File: src/rtl/dqn_fp_pkg.sv
// FP32 helpers shared by the DQN datapath: field widths, canonical quiet NaN,
// the total-order key used for max selection, the NaN test and the selector FSM encoding.
// Purely declarative: no latency, no flow control.
package dqn_fp_pkg;

    localparam int FP32_WIDTH      = 32;
    localparam int FP32_EXP_WIDTH  = 8;
    localparam int FP32_MANT_WIDTH = 23;

    localparam logic [FP32_WIDTH-1:0] FP32_QNAN = 32'h7FC0_0000;

    typedef enum logic [1:0] {
        IDLE    = 2'd0,
        COLLECT = 2'd1,
        SCAN    = 2'd2
    } sel_state_t;

    // Maps IEEE-754 bits onto an unsigned integer whose order matches the
    // numeric order: negatives are bit-inverted (bigger magnitude -> smaller key),
    // positives get the sign bit set so they land above every negative.
    function automatic logic [FP32_WIDTH-1:0] fp32_order_key(input logic [FP32_WIDTH-1:0] x);
        return x[FP32_WIDTH-1] ? ~x : (x ^ 32'h8000_0000);
    endfunction

    function automatic logic fp32_is_nan(input logic [FP32_WIDTH-1:0] x);
        return (x[FP32_MANT_WIDTH +: FP32_EXP_WIDTH] == '1) &&
               (x[FP32_MANT_WIDTH-1:0] != '0);
    endfunction

endpackage

File: src/rtl/fp32_compare_gt.sv
// Purpose: combinational FP32 strict greater-than on the total-order key.
// Latency: zero cycles (pure combinational).
// Backpressure: none.
// Ports: a, b (FP32 operands) -> a_gt_b (1 when a ranks strictly above b).
// Build option MAX_Q_SELECTOR_NAN_FILTER_EN: a NaN never ranks above a non-NaN,
// and a non-NaN always ranks above a NaN; two NaNs compare as not-greater.
module fp32_compare_gt
    import dqn_fp_pkg::*;
(
    input  logic [FP32_WIDTH-1:0] a,
    input  logic [FP32_WIDTH-1:0] b,
    output logic                  a_gt_b
);

`ifdef MAX_Q_SELECTOR_NAN_FILTER_EN
    logic a_nan;
    logic b_nan;

    assign a_nan = fp32_is_nan(a);
    assign b_nan = fp32_is_nan(b);

    always_comb begin
        a_gt_b = 1'b0;
        if (a_nan) begin
            a_gt_b = 1'b0;
        end else if (b_nan) begin
            // lets the first real value displace a NaN seed
            a_gt_b = 1'b1;
        end else begin
            a_gt_b = fp32_order_key(a) > fp32_order_key(b);
        end
    end
`else
    assign a_gt_b = fp32_order_key(a) > fp32_order_key(b);
`endif

endmodule

File: src/rtl/max_q_selector.sv
// Purpose: capture one FP32 Q-value per action node, then scan sequentially for the max Q and its index.
// Latency: last node captured at edge E -> o_valid high in the cycle after edge E+NUMBER_OF_ACTION-1.
// Backpressure: none; inputs arriving during SCAN are dropped and flagged on sticky o_overrun.
// Ports: clk, rst_n (sync, active-low); i_valid/i_data per-node strobes and packed Q-values;
//        o_data/o_index hold the latest result, o_valid one-cycle strobe, o_busy while scanning.
// Build option MAX_Q_SELECTOR_NAN_FILTER_EN: NaNs never win; an all-NaN batch yields 7FC0_0000 at index 0.
module max_q_selector
    import dqn_fp_pkg::*;
#(
    parameter int DATA_WIDTH       = 32,
    parameter int NUMBER_OF_ACTION = 3,
    parameter int INDEX_WIDTH      = 2
) (
    input  logic                                   clk,
    input  logic                                   rst_n,
    input  logic [NUMBER_OF_ACTION-1:0]            i_valid,
    input  logic [NUMBER_OF_ACTION*DATA_WIDTH-1:0] i_data,
    output logic [DATA_WIDTH-1:0]                  o_data,
    output logic [INDEX_WIDTH-1:0]                 o_index,
    output logic                                   o_valid,
    output logic                                   o_busy,
    output logic                                   o_overrun
);

    localparam logic [NUMBER_OF_ACTION-1:0] ALL_ONES = '1;
    localparam logic [INDEX_WIDTH-1:0]      LAST_IDX = INDEX_WIDTH'(NUMBER_OF_ACTION - 1);

    sel_state_t state;
    sel_state_t state_nxt;

    logic [DATA_WIDTH-1:0]       q [NUMBER_OF_ACTION];
    logic [NUMBER_OF_ACTION-1:0] mask;
    logic [NUMBER_OF_ACTION-1:0] mask_all;
    logic [INDEX_WIDTH-1:0]      scan_idx;
    logic [INDEX_WIDTH-1:0]      best_idx;
    logic [DATA_WIDTH-1:0]       best;
    logic [DATA_WIDTH-1:0]       seed;
    logic [DATA_WIDTH-1:0]       cand;
    logic                        cand_gt;
    logic [DATA_WIDTH-1:0]       winner;
    logic [INDEX_WIDTH-1:0]      winner_idx;

    assign mask_all = mask | i_valid;

    // q[0] may be arriving on the very edge that completes the batch,
    // so the seed has to bypass the register file.
    assign seed = i_valid[0] ? i_data[DATA_WIDTH-1:0] : q[0];
    assign cand = q[scan_idx];

    fp32_compare_gt u_cmp (
        .a      (cand),
        .b      (best),
        .a_gt_b (cand_gt)
    );

    // Outcome of the compare happening this cycle; used on the final scan step
    // so the result lands on the same edge as the last compare.
    always_comb begin
        winner     = best;
        winner_idx = best_idx;
        if (cand_gt) begin
            winner     = cand;
            winner_idx = scan_idx;
        end
`ifdef MAX_Q_SELECTOR_NAN_FILTER_EN
        // a NaN can only survive the scan when every entry was NaN
        if (fp32_is_nan(winner)) begin
            winner     = FP32_QNAN;
            winner_idx = '0;
        end
`endif
    end

    always_comb begin
        state_nxt = state;
        unique case (state)
            IDLE, COLLECT: begin
                if (mask_all == ALL_ONES) begin
                    state_nxt = SCAN;
                end else if (mask_all != '0) begin
                    state_nxt = COLLECT;
                end
            end
            SCAN: begin
                if (scan_idx == LAST_IDX) begin
                    state_nxt = IDLE;
                end
            end
            default: state_nxt = IDLE;
        endcase
    end

    always_ff @(posedge clk) begin
        if (!rst_n) begin
            state     <= IDLE;
            mask      <= '0;
            scan_idx  <= '0;
            best_idx  <= '0;
            best      <= '0;
            o_data    <= '0;
            o_index   <= '0;
            o_valid   <= 1'b0;
            o_busy    <= 1'b0;
            o_overrun <= 1'b0;
            for (int k = 0; k < NUMBER_OF_ACTION; k++) begin
                q[k] <= '0;
            end
        end else begin
            state   <= state_nxt;
            o_valid <= 1'b0;
            o_busy  <= (state_nxt == SCAN);
            unique case (state)
                IDLE, COLLECT: begin
                    for (int k = 0; k < NUMBER_OF_ACTION; k++) begin
                        if (i_valid[k]) begin
                            q[k] <= i_data[k*DATA_WIDTH +: DATA_WIDTH];
                        end
                    end
                    mask <= mask_all;
                    if (state_nxt == SCAN) begin
                        best     <= seed;
                        best_idx <= '0;
                        scan_idx <= INDEX_WIDTH'(1);
                    end
                end
                SCAN: begin
                    if (i_valid != '0) begin
                        o_overrun <= 1'b1;
                    end
                    if (cand_gt) begin
                        best     <= cand;
                        best_idx <= scan_idx;
                    end
                    scan_idx <= scan_idx + INDEX_WIDTH'(1);
                    if (scan_idx == LAST_IDX) begin
                        o_data  <= winner;
                        o_index <= winner_idx;
                        o_valid <= 1'b1;
                        mask    <= '0;
                    end
                end
                default: ;
            endcase
        end
    end

endmodule

File: config.mk
export PLATFORM = sky130hd
export DESIGN_NAME = max_q_selector
export DESIGN_NICKNAME = d
export VERILOG_FILES = /design/src/rtl/dqn_fp_pkg.sv /design/src/rtl/fp32_compare_gt.sv /design/src/rtl/max_q_selector.sv
export SDC_FILE = /design/constraint.sdc
export NUM_CORES = 1
export LEC_CHECK = 0
export ABC_AREA = 1
export BUFFER_PORTS_ARGS = -buffer_cell sky130_fd_sc_hd__buf_2
export CAP_MARGIN = 5
export CELL_PAD_IN_SITES_DETAIL_PLACEMENT = 1
export CELL_PAD_IN_SITES_GLOBAL_PLACEMENT = 1
export CORE_ASPECT_RATIO = 0.9
export CORE_MARGIN = 2
export CORE_UTILIZATION = 43
export CTS_BUF_LIST = sky130_fd_sc_hd__clkbuf_16
export CTS_CLUSTER_SIZE = 28
export DETAILED_ROUTE_END_ITERATION = 7
export PLACE_DENSITY_LB_ADDON = 0.1
export REMOVE_ABC_BUFFERS = 1
export SLEW_MARGIN = 20
export SYNTH_ARGS = -nofsm -noshare
export SYNTH_HDL_FRONTEND = slang
export SYNTH_SLANG_ARGS = --single-unit
File: constraint.sdc
create_clock -name clk -period 3.9 [get_ports clk]
set_input_delay 0.195 -clock clk [delete_from_list [all_inputs] [get_ports clk]]
set_output_delay 0.195 -clock clk [all_outputs]
set_load 0.02 [all_outputs]
==> results of run 1 <==
-- cells in the final DEF (no fill, tap or decap), types with 15 or more instances in the layout --
master	n
a21oi_1	51
buf_2	137
buf_4	19
clkbuf_16	17
dfxtp_1	79
edfxtp_1	96
ha_1	33
inv_1	241
nand2_1	175
nand3_1	111
nor2_1	113
o211ai_1	48
o21ai_0	40
o22ai_1	33
or2_1	15
or2_2	16
xnor2_1	31
xor2_1	31
-- cells by family after synthesis --
family	count (synthesis)
AND/OR/NAND/NOR	445
buffers and inverters	312
AO/OA/AOI/OAI	189
flip-flops	176
XOR/XNOR	62
adder cells (fa/ha/maj)	33
-- through the flow --
stage / worst slack [ns] / cell area, µm²
4_1_cts: 0.348 / 11300
5_1_grt: 0.0263 / 11300
3_5_place_dp: 0.380 / 10700
6_report: 0.395 / 11300
2_1_floorplan: -0.686 / 9410
3_3_place_gp: 0.361 / 10700
-- state kept, by name (all words and copies together) (netlist names), named ones only --
register and count:
o_overrun 1, q 96, scan_idx 2, o_valid 1, best_idx 2, o_index 2
best 32, o_data 32, mask 3, o_busy 1, state 2
-- layout make-up --
type	count	area [µm²]	area share (%)
tap	297	372	3.30
clock inverter	15	133	1.18
timing repair buffer	158	876	7.78
multi-input combinational	729	4040	35.9
clock buffer	17	425	3.78
sequential	176	4490	39.9
inverter	245	920	8.17
-- metal layers --
layer	up-vias	wire [µm]	global-route usage, %
li1	4121	-	-
met1	3938	13600	33.9
met2	177	13400	42.4
met3	25	1190	3.42
met4	0	362	5.97
met5	-	0	0
-- final timing paths --
path | start | end | slack [ns] | cells after the start
setup / recovery | flip-flop | best[30] | 0.39 | 19
hold / removal | i_valid[2] | mask[2] | 0.04 | 3
setup reg to reg | flip-flop | best[30] | 0.39 | 19
hold reg to reg | o_data[6] | o_data[6] | 0.45 | 2
-- critical path, stage by stage, from the launching register on --
cell      delay [ns]
dfxtp_1         0.37
inv_2           0.06
or2_2           0.27
o211ai_1        0.14
o21ai_4         0.26
buf_16          0.24
xor2_1          0.17
ha_1            0.33
nand2_1         0.08
nand2_1         0.05
nand2_1         0.05
nand2_1         0.04
nand2_1         0.05
nand3_1         0.06
a21oi_1         0.22
nand2_4         0.19
nand2_4         0.41
nand2_1         0.16
nand3_1         0.11
a21oi_1         0.07
-- power groups by stage --
stage | Clock, mW | Sequential (mW) | Combinational (mW)
after floorplan | 0 | 2.28 | 1.64
after global placement | 0 | 2.29 | 2.26
after detailed placement | 0 | 2.29 | 2.35
after CTS | 1.69 | 2.25 | 2.38
after global routing | 1.75 | 2.27 | 2.71
final | 1.66 | 2.25 | 2.36
==> impl_results.md, run 1 <==
- H-Tree Depth: 4
- Antenna Violating Nets Remaining: 0
- Fin cells: 1,637
- Largest family of logic cells by synthesized area: simple AND/OR/NAND/NOR gates
- P_int: roughly 3.8 mW
- Setup TNS: 0 ns
- Sequential fraction of the synthesis area: a little under half
- CP Max Fanout: 34
- Hpwl dp: 19,100 µm
- Psw: roughly 2.5 mW
- Row cnt: 52
- Pwr Total: ~6.3 mW
- Synth Area in XOR/XNOR: ~5.6%
- Leakage power: roughly 5.3 nW
- Distinct cells, synth: 32
- EDFF count, synth: between 90 and 100
- CTS tree: yes
- Required time worst endpoint: 4.20 ns
- Mux cell area share after synthesis: 0%
- #FFs+latches synth: approximately 180
- Yosys top cell by area: edfxtp_1
- Clock Tree Buf Depth: 2
- Ys Warns: 0
- TritonRoute pass-1 iters: 7
- Switching share of power: about two fifths
- Number of remaining DRC errors: 0
- Core box area: about 22,000 µm²
- Synth Area in Adders: approximately 4.2%
- FILL cells: about 2,800
- Synth Instances: about 1,200
- First-pass GRT wire length: between 40,000 and 50,000 µm
- Global route overflow: 0
- Vias after detailed routing: around 8,300
- PwrDens: ~560 nW/µm²
- Compound-cell area share of the yosys netlist: between 10% and 20%
- P&R area growth vs syn: 15.6%
- Average via count per standard cell: between 5 and 6
- Yosys top cell area share: 29.6%
- Highest clock rate: 285 MHz
- Routed WL per cell: 17.5 µm
- Die Wd: 163 µm
- Gr usage total: 25.0%
- Tcrit/Tclk final: 89.9%
- Root Buffer: clkbuf_16
- Slew margin rel.: 28.9%
- Area contributors post-synth: edfxtp_1, dfxtp_1, inv_1
- Crit. End Element: flip-flop
- Port bufs: around 140
- Placed cells: 1,605
- Setup Viol. Count Final: 0
- Share of cells above drive strength 1: around 16%
- Max Transition Viols Final: 0
- Final nets: between 1,000 and 1,500
- Asr flop ratio synth: 0%
- Maximum VDD drop: 0.245 mV
- Clock share of power: about a quarter
- Syn Std Cell Area: ~9700 µm²
- Hold Slack: 0.0379 ns
- Hold crit path type: in -> reg
- Initial core utilization: a little over two fifths
- CP Launch Type: flip-flop
- Ant diodes: 0
- Ports: approximately 140
- Hold Fails Final Rpt: 0
- Simple-gate portion of the synthesized area: around a fifth
- Worst-Skew Late Latency: approximately 0.44 ns
- DRT iter0 DRCs: roughly 480
- RSZ-0062 raised after global routing: no
- Main flop type after synthesis: edfxtp_1
- Tmin final: roughly 3.5 ns
- Status: finished, final reports clean
- Total routed wirelength: approximately 29,000 µm
- CTS Hold Bufs: 0
- Initial antenna violation count: 0
- Clock slew at reported path FFs: 0.08 ns
- Worst Skew: between 0.01 and 0.015 ns
- Post_cts resized: 0
- Die Y: around 150 µm
- Core Util, Final: approximately half
- Avg Cell Area, Syn: 8.00 µm²
- MaxCap Viol Count: 0
- TritonCTS Buffers: 17
- TritonCTS Sinks: between 150 and 200
- Placer Congestion: 0.773
- Post CTS Setup Buffer Count: 0
- Vias in the first global route: ~8,700
- Critical path type: reg -> reg
- Logic pwr share: between 30% and 40%
- Count leader, synth: inv_1
- Sequential power share: a little over a third
- Die ar.: ~24,000 µm²
- Worst endpoint data arrival time: about 3.8 ns
- Largest net degree at the start of global routing: 67
- Most frequent cells after synthesis: inv_1, nand2_1, nor2_1
- Worst Tran Pin Value: 1.06 ns
Note: power is estimated with default switching activity, not from simulation.
==> run 2: changes to the inputs <==
Settings changed: CTS_BUF_LIST sky130_fd_sc_hd__clkbuf_16 to sky130_fd_sc_hd__clkbuf_4 sky130_fd_sc_hd__clkbuf_8 sky130_fd_sc_hd__clkbuf_16, PLACE_DENSITY_LB_ADDON 0.1 to 0.3.
==> impl_results.md, run 2 (same netlist as run 1, synthesis figures left out) <==
- Initial antenna violation count: 0
- Worst Tran Pin Value: 1.01 ns
- CP Launch Type: flip-flop
- Worst Skew: 0.0134 ns
- Ant diodes: 0
- Crit. End Element: flip-flop
- Multi-input logic area: between 4000 and 5000 µm²
- Routed WL per cell: between 15 and 20 µm
- CTS tree: yes
- Commonest non-fill, non-tap cells in the layout: inv_1, nand2_1, buf_2, nor2_1, nand3_1
- R2R Setup Slk: around 0.35 ns
- Clock share of power: roughly 28%
- Worst setup path endpoint: best[14]
- Share of cells above drive strength 1: about 17%
- Maximum VDD drop: about 0.35 mV
- Tmin final: around 3.6 ns
- TritonCTS Buffers: 17
- Setup Viol. Count Final: 0
- MaxCap Viol Count: 0
- Post-Place Setup Slack: between 0.4 and 0.5 ns
- Worst-Skew Late Latency: 0.44 ns
- Initial core utilization: 43.5%
- Hpwl dp: just under 20,000 µm
- Row cnt: 52
- Die Wd: 163 µm
- Leakage power: 5.35 nW
- Most used cell, CP: a21oi_1
- RSZ-0062 raised after global routing: no
- CP Max Fanout: 34
- Largest net degree at the start of global routing: 67
- Worst setup slack after layout: about 0.35 ns
- Placed cells: 1,606
- Placer Congestion: approximately 0.85
- Average via count per standard cell: 5.13
- Fin cells: 1,638
- H-Tree Depth: 4
- Core box area: 22,400 µm²
- CTS Hold Bufs: 0
- TritonCTS Sinks: between 150 and 200
- Hold Slack: 0.0464 ns
- Largest reg by FF count: q
- Max reg flops: 96
- Crit. path cell count: 17
- Top delay family on crit path: simple AND/OR/NAND/NOR gates
- Final nets: 1,462
- Status: finished, final reports clean
- Die ar.: ~24,000 µm²
- Crit path cell chain: inv_2 -> or2_2 -> o211ai_1 -> o21ai_4 -> buf_4 -> xor2_1 -> ha_1 -> a21oi_1 -> o21ai_0 -> a21oi_1 -> nand2_1 -> nand2_2 -> nand2_4 -> nand2_4 -> nand2_1 -> nand3_1 -> a21oi_1
- Vias after detailed routing: between 8,000 and 9,000
- R2r endpoint: best[14]
- Logic pwr share: between 30% and 40%
- Register Area: 4490 µm²
- Post-route cell area: between 10,000 and 15,000 µm²
- Buffers & Inverters on Critical Path: 2
- CP max stage cell: nand2_4
- Gr usage total: 25.3%
- FF-to-FF path depth: 17
- TritonRoute pass-1 iters: 5
- Highest clock rate: between 200 and 300 MHz
- Clock slew at reported path FFs: approximately 0.08 ns
- Worst endpoint data arrival time: 3.84 ns
- Post_cts resized: 0
- Global route overflow: 0
- First-pass GRT wire length: 46,800 µm
- Hold Fails Final Rpt: 0
- Sequential power share: between 30% and 40%
- Die Y: 147 µm
- Commonest non-fill, non-tap cell in the layout: inv_1
- Largest registers: q: 96 flops, best: 32 flops, o_data: 32 flops
- Placed inst area: about 11,000 µm²
- FILL cells: between 2,000 and 3,000
- P_int: between 3 and 4 mW
- Psw: roughly 2.5 mW
- Required time worst endpoint: between 4 and 5 ns
- Clock Tree Buf Depth: 2
- P&R area growth vs syn: 15.8%
- Hold crit path type: in -> reg
- Tcrit/Tclk final: approximately 91%
- Max stage delay on crit path: ~0.40 ns
- Total routed wirelength: 29,300 µm
- DRT iter0 DRCs: between 500 and 600
- Post CTS Setup Buffer Count: 0
- PwrDens: 571 nW/µm²
- Core Util, Final: just over 50%
- Antenna Violating Nets Remaining: 0
- Root Buffer: clkbuf_16
- Switching share of power: around two fifths
- Port bufs: between 100 and 150
- Critical path type: reg -> reg
- Slew margin rel.: between 30 and 40%
- Max Transition Viols Final: 0
- Ports: approximately 140
- Vias in the first global route: 8,867
- Number of remaining DRC errors: 0
==> run 2: cell types whose count changed in the layout (fill, tap and decap cells not counted), moves of 2 or more <==
cell and change:
buf_4 +2, bufinv_16 +2, clkbuf_4 +2, clkinv_1 -2, inv_8 -2
==> run 2: metal layers <==
layer	part of all wire, %	track usage (%)	up-vias	wire length, µm
li1	-	-	4120	-
met1	44	31.0	4056	12800
met2	50	45.8	175	14800
met3	3.7	3.81	44	1100
met4	2.2	7.79	0	639
met5	0	0	-	0
==> run 2: how the worst min path moves through the flow <==
| stage | from | endpoint | cells after the start |
|---|---|---|---|
| 5_1_grt | i_data[84] | q[2][20] | 3 |
| 3_5_place_dp | o_data[6] | o_data[6] | 2 |
| 4_1_cts | i_data[76] | q[2][12] | 3 |
| 6_report | i_data[76] | q[2][12] | 3 |
| 3_3_place_gp | o_data[0] | o_data[0] | 2 |
| 2_1_floorplan | rst_n | o_data[27] | 2 |
==> run 2: power by group through the flow <==
stage	combinational [mW]	sequential, mW	clock, mW
global placement	2.25	2.28	0
global route	2.74	2.27	1.86
detailed placement	2.36	2.30	0
floorplan	1.64	2.28	0
CTS	2.42	2.26	1.79
finish	2.41	2.26	1.77
==> run 2: layout make-up <==
cell class | instances | area share (%)
multi-input combinational | 729 | 35.8
clock buffer | 19 | 3.91
tap | 297 | 3.30
sequential | 176 | 39.8
timing repair buffer | 159 | 7.66
clock inverter | 13 | 1.35
inverter | 245 | 8.16
==> run 2: metrics by stage <==
stage	total power, mW	TNS, ns
2_1_floorplan	3.92	-44.51
3_3_place_gp	4.53	0
3_5_place_dp	4.66	0
4_1_cts	6.46	0
5_1_grt	6.87	0
6_report	6.43	0
==> run 2: tightest hold or removal path, stage by stage <==
cell    delay, ns
buf_2        0.07
inv_1        0.03
nor2_1       0.08
==> run 3: changes to the inputs <==
Settings changed: SETUP_SLACK_MARGIN set to 0.4.
==> impl_results.md, run 3 (same netlist as run 1, synthesis figures left out) <==
- FILL cells: ~2,800
- Die ar.: between 20,000 and 25,000 µm²
- TritonRoute pass-1 iters: 4
- Root Buffer: clkbuf_16
- Largest reg by FF count: q
- Routed WL per cell: 18.3 µm
- Logic pwr share: 39.9%
- Initial antenna violation count: 0
- Hold crit path type: in -> reg
- Sequential power share: 33.7%
- Clock slew at reported path FFs: around 0.080 ns
- Vias in the first global route: just under 9,000
- Commonest non-fill, non-tap cell in the layout: inv_1
- Vias after detailed routing: around 8,500
- RSZ-0062 raised after global routing: no
- Initial core utilization: 43.5%
- CP Max Fanout: 31
- Hold Fails Final Rpt: 0
- Die Y: roughly 150 µm
- Multi-input logic area: around 4100 µm²
- Placed cells: 1,606
- Core box area: about 22,000 µm²
- Clock share of power: a little over a quarter
- Maximum VDD drop: approximately 0.30 mV
- Slew margin rel.: about a third
- PwrDens: 587 nW/µm²
- H-Tree Depth: 4
- Ports: between 100 and 150
- Register Area: ~4500 µm²
- Status: finished, final reports clean
- Antenna Violating Nets Remaining: 0
- P&R area growth vs syn: 17.2%
- Worst Tran Pin Value: a little over 1 ns
- Highest clock rate: roughly 300 MHz
- Ant diodes: 0
- Share of cells above drive strength 1: around 17%
- TritonCTS Buffers: 17
- Worst-Skew Late Latency: 0.44 ns
- Max reg flops: 96
- CP Launch Type: flip-flop
- Core Util, Final: 51.0%
- Clock Tree Buf Depth: 2
- Tmin final: around 3.3 ns
- Gr usage total: 25.4%
- Worst setup slack after layout: between 0.6 and 0.7 ns
- Setup Viol. Count Final: 0
- Final nets: roughly 1,500
- Number of remaining DRC errors: 0
- Setup TNS: 0 ns
- First-pass GRT wire length: 46,900 µm
- P_int: around 4 mW
- DRT iter0 DRCs: approximately 470
- Post-Place Setup Slack: slightly above 0.4 ns
- Required time worst endpoint: ~4.2 ns
- Psw: approximately 2.6 mW
- Port bufs: approximately 140
- Tcrit/Tclk final: a little over four fifths
- Average via count per standard cell: between 5 and 6
- Largest net degree at the start of global routing: 67
- Worst endpoint data arrival time: around 3.6 ns
- Global route overflow: 0
- Largest registers: q: 96 flops, best: 32 flops, o_data: 32 flops
- Switching share of power: 39.2%
- Row cnt: 52
- Commonest non-fill, non-tap cells in the layout: inv_1, nand2_1, buf_2, nor2_1, nand3_1
- MaxCap Viol Count: 0
- Post-route cell area: about 11,000 µm²
- R2R Setup Slk: about 0.62 ns
- Max Transition Viols Final: 0
- CTS tree: yes
- Placer Congestion: between 0.8 and 0.9
- TritonCTS Sinks: 176
- Crit. End Element: flip-flop
- Hpwl dp: between 15,000 and 20,000 µm
- Worst Skew: about 0.017 ns
- Placed inst area: around 11,000 µm²
- Fin cells: approximately 1,600
- Die Wd: 163 µm
- Leakage power: ~5.4 nW
- Total routed wirelength: 30,100 µm
- Critical path type: reg -> reg
[run 3: cell types whose count changed in the layout (fill, tap and decap cells not counted), moves of 2 or more]
cell,before,now
buf_4,21,26
nand2_8,0,3
o21ai_0,40,38
o21ai_1,11,13
[run 3: path summary, 6_finish.rpt]
| kind | cells past startpoint | from | end |
|---|---|---|---|
| min | 3 | i_data[76] | q[2][12] |
| min reg2reg | 2 | o_data[6] | o_data[6] |
| max reg2reg | 17 | flip-flop | best[5] |
| max | 17 | flip-flop | best[5] |
[run 3: worst max-delay path, stage by stage (launching register included)]
cell	delay (ns)
dfxtp_1	0.39
inv_2	0.05
buf_4	0.26
or2_1	0.26
o211ai_1	0.07
o21ai_0	0.20
xor2_1	0.22
ha_1	0.36
nand2_1	0.07
nor2_1	0.17
nand2_1	0.14
nor2_4	0.17
nand2_2	0.11
nand2_8	0.16
buf_12	0.18
nand3_1	0.13
nand3_1	0.11
a21oi_1	0.07
[run 3: final cells by class]
class / count / area share, %
Multi-Input combinational cell: 730 / 35.8
Timing Repair Buffer: 167 / 8.39
Clock inverter: 13 / 1.34
Clock buffer: 19 / 3.86
Inverter: 245 / 8.06
Tap cell: 297 / 3.26
Sequential cell: 176 / 39.3
[run 3: timing repair]
item                                    4_1_cts  5_1_grt
hold endpoints to repair                      0        0
hold buffers                                  0        0
setup buffers                                 0        7
gates cloned                                  0        2
endpoints found under the setup margin       31       68
gates resized for setup                       2       10
pin swaps                                     0        1
[run 3: power by group through the flow]
stage                     sequential [mW]  clock, mW  combinational [mW]
after floorplan                      2.28          0                1.64
after global placement               2.28          0                2.25
after detailed placement             2.30          0                2.36
after CTS                            2.26       1.79                2.44
after global routing                 2.27       1.86                2.99
final                                2.26       1.77                2.67
[run 3: routing by layer]
metal	routed length (µm)	share of wire, %	track usage [%]
met1	12900	43	30.8
met2	15200	51	46.1
met3	1190	3.9	3.95
met4	745	2.5	7.83
met5	0	0	0
[run 3: stage by stage]
stage	hold WS, ns	power, mW
2_1_floorplan	0.337	3.92
3_3_place_gp	0.438	4.53
3_5_place_dp	0.448	4.66
4_1_cts	0.0413	6.48
5_1_grt	0.0588	7.13
6_report	0.0419	6.70
